--- config.mk ---
export PLATFORM = sky130hd
export DESIGN_NAME = display_scheduler_flat
export DESIGN_NICKNAME = d
export VERILOG_FILES = /design/src/rtl/display_pkg.sv /design/src/rtl/display_scheduler_if.sv /design/src/rtl/seg7_decode.sv /design/src/rtl/display_scheduler.sv /design/src/flat_wrapper.sv
export SDC_FILE = /design/constraint.sdc
export NUM_CORES = 1
export LEC_CHECK = 0
export CAP_MARGIN = 10
export CORE_MARGIN = 2
export CORE_UTILIZATION = 35
export CTS_BUF_LIST = sky130_fd_sc_hd__clkbuf_8 sky130_fd_sc_hd__clkbuf_16
export CTS_CLUSTER_SIZE = 20
export DETAILED_ROUTE_END_ITERATION = 12
export HOLD_SLACK_MARGIN = 0.02
export PLACE_DENSITY = 0.6
export SYNTH_ARGS = -nofsm -noshare
export SYNTH_HDL_FRONTEND = slang
export SYNTH_SLANG_ARGS = --single-unit
--- constraint.sdc ---
create_clock -name clk -period 3.15 [get_ports clk]
set_clock_uncertainty 0.1 [all_clocks]
set_input_delay 0.4725 -clock clk [delete_from_list [all_inputs] [get_ports clk]]
set_output_delay 0.4725 -clock clk [all_outputs]
set_load 0.02 [all_outputs]
--- src/rtl/display_pkg.sv ---
// Shared types and constants for the display scheduler: FSM states, limits and the
// seven-segment lookup.
package display_pkg;

    typedef enum logic [1:0] {
        IDLE   = 2'd0,
        CONV   = 2'd1,
        UPDATE = 2'd2
    } state_t;

    localparam int unsigned DEC_MAX    = 999999;
    localparam int unsigned NUM_DIGITS = 6;
    localparam logic [6:0]  SEG_BLANK  = 7'h7F;

    // Active-low segments, bit 6 = g ... bit 0 = a.
    function automatic logic [6:0] seg_code(input logic [3:0] digit);
        logic [6:0] code;
        case (digit)
            4'h0:    code = 7'b1000000;
            4'h1:    code = 7'b1111001;
            4'h2:    code = 7'b0100100;
            4'h3:    code = 7'b0110000;
            4'h4:    code = 7'b0011001;
            4'h5:    code = 7'b0010010;
            4'h6:    code = 7'b0000010;
            4'h7:    code = 7'b1111000;
            4'h8:    code = 7'b0000000;
            4'h9:    code = 7'b0010000;
            4'hA:    code = 7'b0001000;
            4'hB:    code = 7'b0000011;
            4'hC:    code = 7'b1000110;
            4'hD:    code = 7'b0100001;
            4'hE:    code = 7'b0000110;
            default: code = 7'b0001110;
        endcase
        return code;
    endfunction

endpackage

--- src/rtl/display_scheduler_if.sv ---
// Requester-side valid/ready bundle: one value, mode bit and grant per requester.
interface display_scheduler_if #(
    parameter int unsigned NREQ = 2
);
    logic [NREQ-1:0]       req_valid;
    logic [NREQ-1:0][31:0] req_data;
    logic [NREQ-1:0]       req_dec;
    logic [NREQ-1:0]       req_ready;

    modport master (output req_valid, output req_data, output req_dec, input req_ready);
    modport slave  (input req_valid, input req_data, input req_dec, output req_ready);
endinterface

--- src/rtl/seg7_decode.sv ---
// One hex digit to active-low seven-segment pattern, with a blank override.
module seg7_decode
    import display_pkg::*;
(
    input  logic [3:0] digit,
    input  logic       blank,
    output logic [6:0] seg
);

    assign seg = blank ? SEG_BLANK : seg_code(digit);

endmodule

--- src/rtl/display_scheduler.sv ---
// Arbitrates two requesters onto a six-digit display; decimal values go through a
// serial double-dabble converter and all digits are committed on a single edge.
module display_scheduler
    import display_pkg::*;
#(
    parameter int unsigned NREQ      = 2,
    parameter int unsigned CONV_BITS = 20
) (
    input  logic                 clk,
    input  logic                 rst_n,
    display_scheduler_if.slave   req,
    input  logic                 lz_blank,
    output logic                 busy,
    output logic                 overflow,
    output logic [6:0]           HEX0,
    output logic [6:0]           HEX1,
    output logic [6:0]           HEX2,
    output logic [6:0]           HEX3,
    output logic [6:0]           HEX4,
    output logic [6:0]           HEX5
);

    state_t                      state_q, state_d;
    logic                        last_grant_q, last_grant_d;
    logic [23:0]                 bcd_q, bcd_d, bcd_adj;
    logic [CONV_BITS-1:0]        bin_q, bin_d;
    logic [4:0]                  cnt_q, cnt_d;
    logic                        ovf_next_q, ovf_next_d;
    logic                        lz_q, lz_d;
    logic [NUM_DIGITS-1:0][6:0]  hex_q, hex_d;
    logic                        overflow_q, overflow_d;

    logic [NREQ-1:0]             grant;
    logic [31:0]                 sel_data;
    logic                        sel_dec;
    logic [NUM_DIGITS-1:0]       blank;
    logic [NUM_DIGITS-1:0][6:0]  seg;

    // Grant only in IDLE and never while reset is held.
    always_comb begin
        grant = '0;
        if (state_q == IDLE && rst_n) begin
            case (req.req_valid)
                2'b01:   grant = 2'b01;
                2'b10:   grant = 2'b10;
                2'b11:   grant = last_grant_q ? 2'b01 : 2'b10;
                default: grant = '0;
            endcase
        end
    end

    assign req.req_ready = grant;
    assign sel_data      = req.req_data[grant[1]];
    assign sel_dec       = req.req_dec[grant[1]];
    assign busy          = (state_q != IDLE);

    always_comb begin
        bcd_adj = bcd_q;
        for (int k = 0; k < NUM_DIGITS; k++) begin
            if (bcd_q[4*k +: 4] >= 4'd5) bcd_adj[4*k +: 4] = bcd_q[4*k +: 4] + 4'd3;
        end
    end

    // A digit is blank when it and every more significant digit are zero; HEX0 never is.
    always_comb begin
        blank                 = '0;
        blank[NUM_DIGITS-1]   = lz_q && (bcd_q[23:20] == 4'd0);
        for (int k = NUM_DIGITS - 2; k >= 1; k--) begin
            blank[k] = blank[k+1] && (bcd_q[4*k +: 4] == 4'd0);
        end
    end

    for (genvar g = 0; g < NUM_DIGITS; g++) begin : gen_dec
        seg7_decode u_seg7_decode (
            .digit (bcd_q[4*g +: 4]),
            .blank (blank[g]),
            .seg   (seg[g])
        );
    end

    always_comb begin
        state_d      = state_q;
        last_grant_d = last_grant_q;
        bcd_d        = bcd_q;
        bin_d        = bin_q;
        cnt_d        = cnt_q;
        ovf_next_d   = ovf_next_q;
        lz_d         = lz_q;
        hex_d        = hex_q;
        overflow_d   = overflow_q;
        case (state_q)
            IDLE: begin
                if (|grant) begin
                    last_grant_d = grant[1];
                    lz_d         = lz_blank;
                    cnt_d        = '0;
                    if (!sel_dec) begin
                        bcd_d      = sel_data[23:0];
                        ovf_next_d = |sel_data[31:24];
                        state_d    = UPDATE;
                    end else if (sel_data > DEC_MAX) begin
                        bcd_d      = 24'h999999;
                        ovf_next_d = 1'b1;
                        state_d    = UPDATE;
                    end else begin
                        bcd_d      = '0;
                        bin_d      = sel_data[CONV_BITS-1:0];
                        ovf_next_d = 1'b0;
                        state_d    = CONV;
                    end
                end
            end
            CONV: begin
                bcd_d = {bcd_adj[22:0], bin_q[CONV_BITS-1]};
                bin_d = {bin_q[CONV_BITS-2:0], 1'b0};
                cnt_d = cnt_q + 5'd1;
                if (cnt_q == 5'(CONV_BITS - 1)) state_d = UPDATE;
            end
            UPDATE: begin
                hex_d      = seg;
                overflow_d = ovf_next_q;
                state_d    = IDLE;
            end
            default: state_d = IDLE;
        endcase
    end

    always_ff @(posedge clk or negedge rst_n) begin
        if (!rst_n) begin
            state_q      <= IDLE;
            last_grant_q <= 1'b1;
            bcd_q        <= '0;
            bin_q        <= '0;
            cnt_q        <= '0;
            ovf_next_q   <= 1'b0;
            lz_q         <= 1'b0;
            hex_q        <= {NUM_DIGITS{SEG_BLANK}};
            overflow_q   <= 1'b0;
        end else begin
            state_q      <= state_d;
            last_grant_q <= last_grant_d;
            bcd_q        <= bcd_d;
            bin_q        <= bin_d;
            cnt_q        <= cnt_d;
            ovf_next_q   <= ovf_next_d;
            lz_q         <= lz_d;
            hex_q        <= hex_d;
            overflow_q   <= overflow_d;
        end
    end

    assign overflow = overflow_q;
    assign HEX0     = hex_q[0];
    assign HEX1     = hex_q[1];
    assign HEX2     = hex_q[2];
    assign HEX3     = hex_q[3];
    assign HEX4     = hex_q[4];
    assign HEX5     = hex_q[5];

endmodule

--- src/flat_wrapper.sv ---
// flat-port wrapper written by rule: the top's interface ports become plain ports
module display_scheduler_flat import display_pkg::*;
#(
    parameter int unsigned NREQ      = 2,
    parameter int unsigned CONV_BITS = 20
)
  (clk, rst_n, lz_blank, busy, overflow, HEX0, HEX1, HEX2, HEX3, HEX4, HEX5, req_req_valid, req_req_data, req_req_dec, req_req_ready);
  display_scheduler_if #(.NREQ(NREQ)) req_i ();
  input  logic clk;
  input  logic rst_n;
  input  logic lz_blank;
  output logic busy;
  output logic overflow;
  output logic [6:0] HEX0;
  output logic [6:0] HEX1;
  output logic [6:0] HEX2;
  output logic [6:0] HEX3;
  output logic [6:0] HEX4;
  output logic [6:0] HEX5;
  input wire logic [$bits(req_i.req_valid)-1:0] req_req_valid;
  input wire logic [$bits(req_i.req_data)-1:0] req_req_data;
  input wire logic [$bits(req_i.req_dec)-1:0] req_req_dec;
  output wire logic [$bits(req_i.req_ready)-1:0] req_req_ready;
  assign req_i.req_valid = req_req_valid;
  assign req_i.req_data = req_req_data;
  assign req_i.req_dec = req_req_dec;
  assign req_req_ready = req_i.req_ready;
  display_scheduler #(.NREQ(NREQ), .CONV_BITS(CONV_BITS)) u_core (.clk(clk), .rst_n(rst_n), .req(req_i), .lz_blank(lz_blank), .busy(busy), .overflow(overflow), .HEX0(HEX0), .HEX1(HEX1), .HEX2(HEX2), .HEX3(HEX3), .HEX4(HEX4), .HEX5(HEX5));
endmodule
==> impl_metrics.csv <==
group,metric,value,unit
cts,cts_tree,"yes",
cts,cts_max_path_buffers,2,
finish,drive_above_1_share,13.35,%
synthesis,syn-cell-area,6763,µm²
global_routing,gr-usage-all-layers,21.03,%
routing,num_vias,6529,
global_routing,grt_pass1_wl,33.72,mm
synthesis,yosysSeqAreaShare,36.69,%
cts,ctsHtreeMaxLevel,3,
global_routing,grt_max_degree,75,
routing,final_antenna_net_count,0,
floorplan,rows,50,
global_routing,antenna_found_initial,0,
cts,insertion_delay,360,ps
synthesis,yosysMostFrequentCell,"nand2_1",
cts,cts.repair.resized,0,
placement,place_congestion,0.8839,
cts,cts_root_buffer,"clkbuf_16",
cts,cts_made_buffers,9,
synthesis,synth.yosys.warnings,0,
synthesis,synth.avg_cell_area,8.187,µm²
timing,timing.final.max_slew_violations,0,
cts,clkTransAtPathRegs,70,ps
finish,diodes,0,
synthesis,synth_seq_cells,97,
setup_path,worstPathMaxFanout,13,
setup_path,critPathCaptureType,"output port",
floorplan,die_h,143.0,µm
timing,finalSetupViolCount,0,
timing,post-route-period-util,95.25,%
routing,drtIter0Drc,444,
placement,dp_hpwl,15.49,mm
routing,wl_per_cell,17.27,µm
synthesis,synth_edf_count,0,
cts,cts_setup_buffers,0,
synthesis,synth_fp_nets,934,
routing,routed_wl,20.80,mm
finish,final_nets,1047,
setup_path,cp-startpoint,"req_req_valid[1]",
timing,tightest_slew,1008,ps
routing,vias_per_cell,5.423,
floorplan,die_w,143.0,µm
synthesis,synth_area_leader_cell,"dfrtp_1",
global_routing,gr-total-overflow,0,
floorplan,design.core.area,18830,µm²
setup_path,r2r_setup_slack,330,ps
pwr,vdd_ir_drop_max,0.0002960,V
setup_path,cp.required,2580,ps
timing,fin_setup_tns,0,ps
finish,stdcell_area,8681,µm²
timing,fin_crit,3000,ps
timing,slew_headroom,32.79,%
pwr,leakage,3.706,nW
setup_path,crit_path_start_kind,"input pin",
worst_hold_path,hold_class,"input pin to async pin",
synthesis,synth_common_cells,"nand2_1, nor2_1, o21ai_0, a21oi_1, dfrtp_1",
finish,area.growth.synth_to_final,28.36,%
synthesis,synth-async-reset-ratio,100.0,%
synthesis,synth_top_flop_cell,"dfrtp_1",
placement,dpl_cell_area,8384,µm²
routing,drcViolationCount,0,
timing,fmax,0.3333,GHz
setup_path,arrival,2430,ps
synthesis,synthCells,826,
job,drv_cap,0,
timing,rsz0062_at_grt,"no",
setup_path,path_class,"input pin to output port",
synthesis,synth_cell_types,61,
setup_path,regToRegStartpoint,"u_core.bcd_q[20]$_DFFE_PN0P_",
global_routing,grt_pass1_vias,6088,
setup_path,reg2reg_depth,9,
synthesis,synth.top_cell.area_share,19.98,%
floorplan,ios,117,
routing,drtPass1Iterations,5,
cts,holdBufCountCts,0,
pwr,powerDensity,593.6,nW/µm²
floorplan,initial_core_util,35.91,%
floorplan,dieArea,20450,µm²
placement,io_buffers,116,
timing,hold_viol_final,0,
synthesis,synthTopCellsByArea,"dfrtp_1, dfstp_2, nand2_1",
setup_path,r2r_end,"u_core.HEX2[2]$_DFFE_PN1N_",
timing,holdWs,60.59,ps
cts,cts_sinks,97,
run_status,status,"completed",
==> through the flow <==
step / util (%) / instances / worst slack [ps] / power (mW)
floorplan: - / 826 / 673.9 / 3.181
finish: 46.10 / 1204 / 149.7 / 5.153
global route: 46.10 / 1204 / 87.80 / 5.490
detailed placement: 44.52 / 1188 / 45.02 / 4.022
global placement: 44.52 / 1188 / 98.96 / 4.005
CTS: 46.10 / 1204 / 147.2 / 5.169
==> cell type report <==
type                            count  area, µm²
Clock buffer                        9      225.2
Clock inverter                      7      71.32
Fill cell                        1871      10150
Inverter                           27      101.3
Multi-Input combinational cell    644       3963
Sequential cell                    97       2481
Tap cell                          260      325.3
Timing Repair Buffer              160       1514
==> cell usage in the layout (no fill, tap or decap), types with 18 or more instances in the layout <==
cell type	n
a21oi_1	55
a221o_1	19
a31oi_1	18
buf_4	43
clkdlybuf4s50_1	115
dfrtp_1	54
dfstp_2	43
ha_1	37
inv_1	28
nand2_1	138
nand3_1	25
nor2_1	86
o21ai_0	64
==> cells by family (layout without fill, tap and decap cells) <==
family          count (synthesis)  after routing  share of synthesized area (%)
fa+ha+maj                      37             37                          6.845
mux                            17             17                          2.942
flops                          97             97                          36.69
xor+xnor                        8              8                          1.036
buf+inv                        85            203                          4.866
simple gates                  329            329                          22.68
compound gates                253            253                          24.94
==> power breakdown <==
part | switching (mW) | internal (mW)
registers | 0.274 | 1.63
clock network | 0.531 | 0.620
logic | 1.13 | 0.970
==> flip-flops by register name (all words and copies together), names as in the netlist <==
register	flops
u_core.bin_q	20
u_core.state_q	2
u_core.HEX0	7
u_core.ovf_next_q	1
u_core.bcd_q	24
u_core.cnt_q	5
u_core.HEX3	7
u_core.HEX4	7
u_core.last_grant_q	1
u_core.overflow	1
u_core.HEX1	7
u_core.lz_q	1
u_core.HEX2	7
u_core.HEX5	7
==> routing by layer <==
layer  part of all wire (%)  up-vias  global-route usage, %
met3                    5.1       36                  2.783
met4                    2.8        0                  7.973
met1                     50     3046                  32.05
li1                       -     3210                      -
met5                      0        -                      0
met2                     42      237                  29.97
==> worst max-delay path, cell delays in order <==
cell	delay [ps]
clkdlybuf4s50_1	560
and4bb_2	260
nand2_1	90
inv_2	240
buf_4	200
clkdlybuf4s50_1	610
==> worst max path at each step <==
stage,end,slack (ps)
floorplan,u_core.HEX1[2]$_DFFE_PN1N_,670
global placement,u_core.bin_q[3]$_DFFE_PN0P_,100
detailed placement,u_core.bin_q[3]$_DFFE_PN0P_,50
CTS,req_req_ready[1],150
global route,req_req_ready[1],90
finish,req_req_ready[1],150
Note: power is estimated with default switching activity, not from simulation.
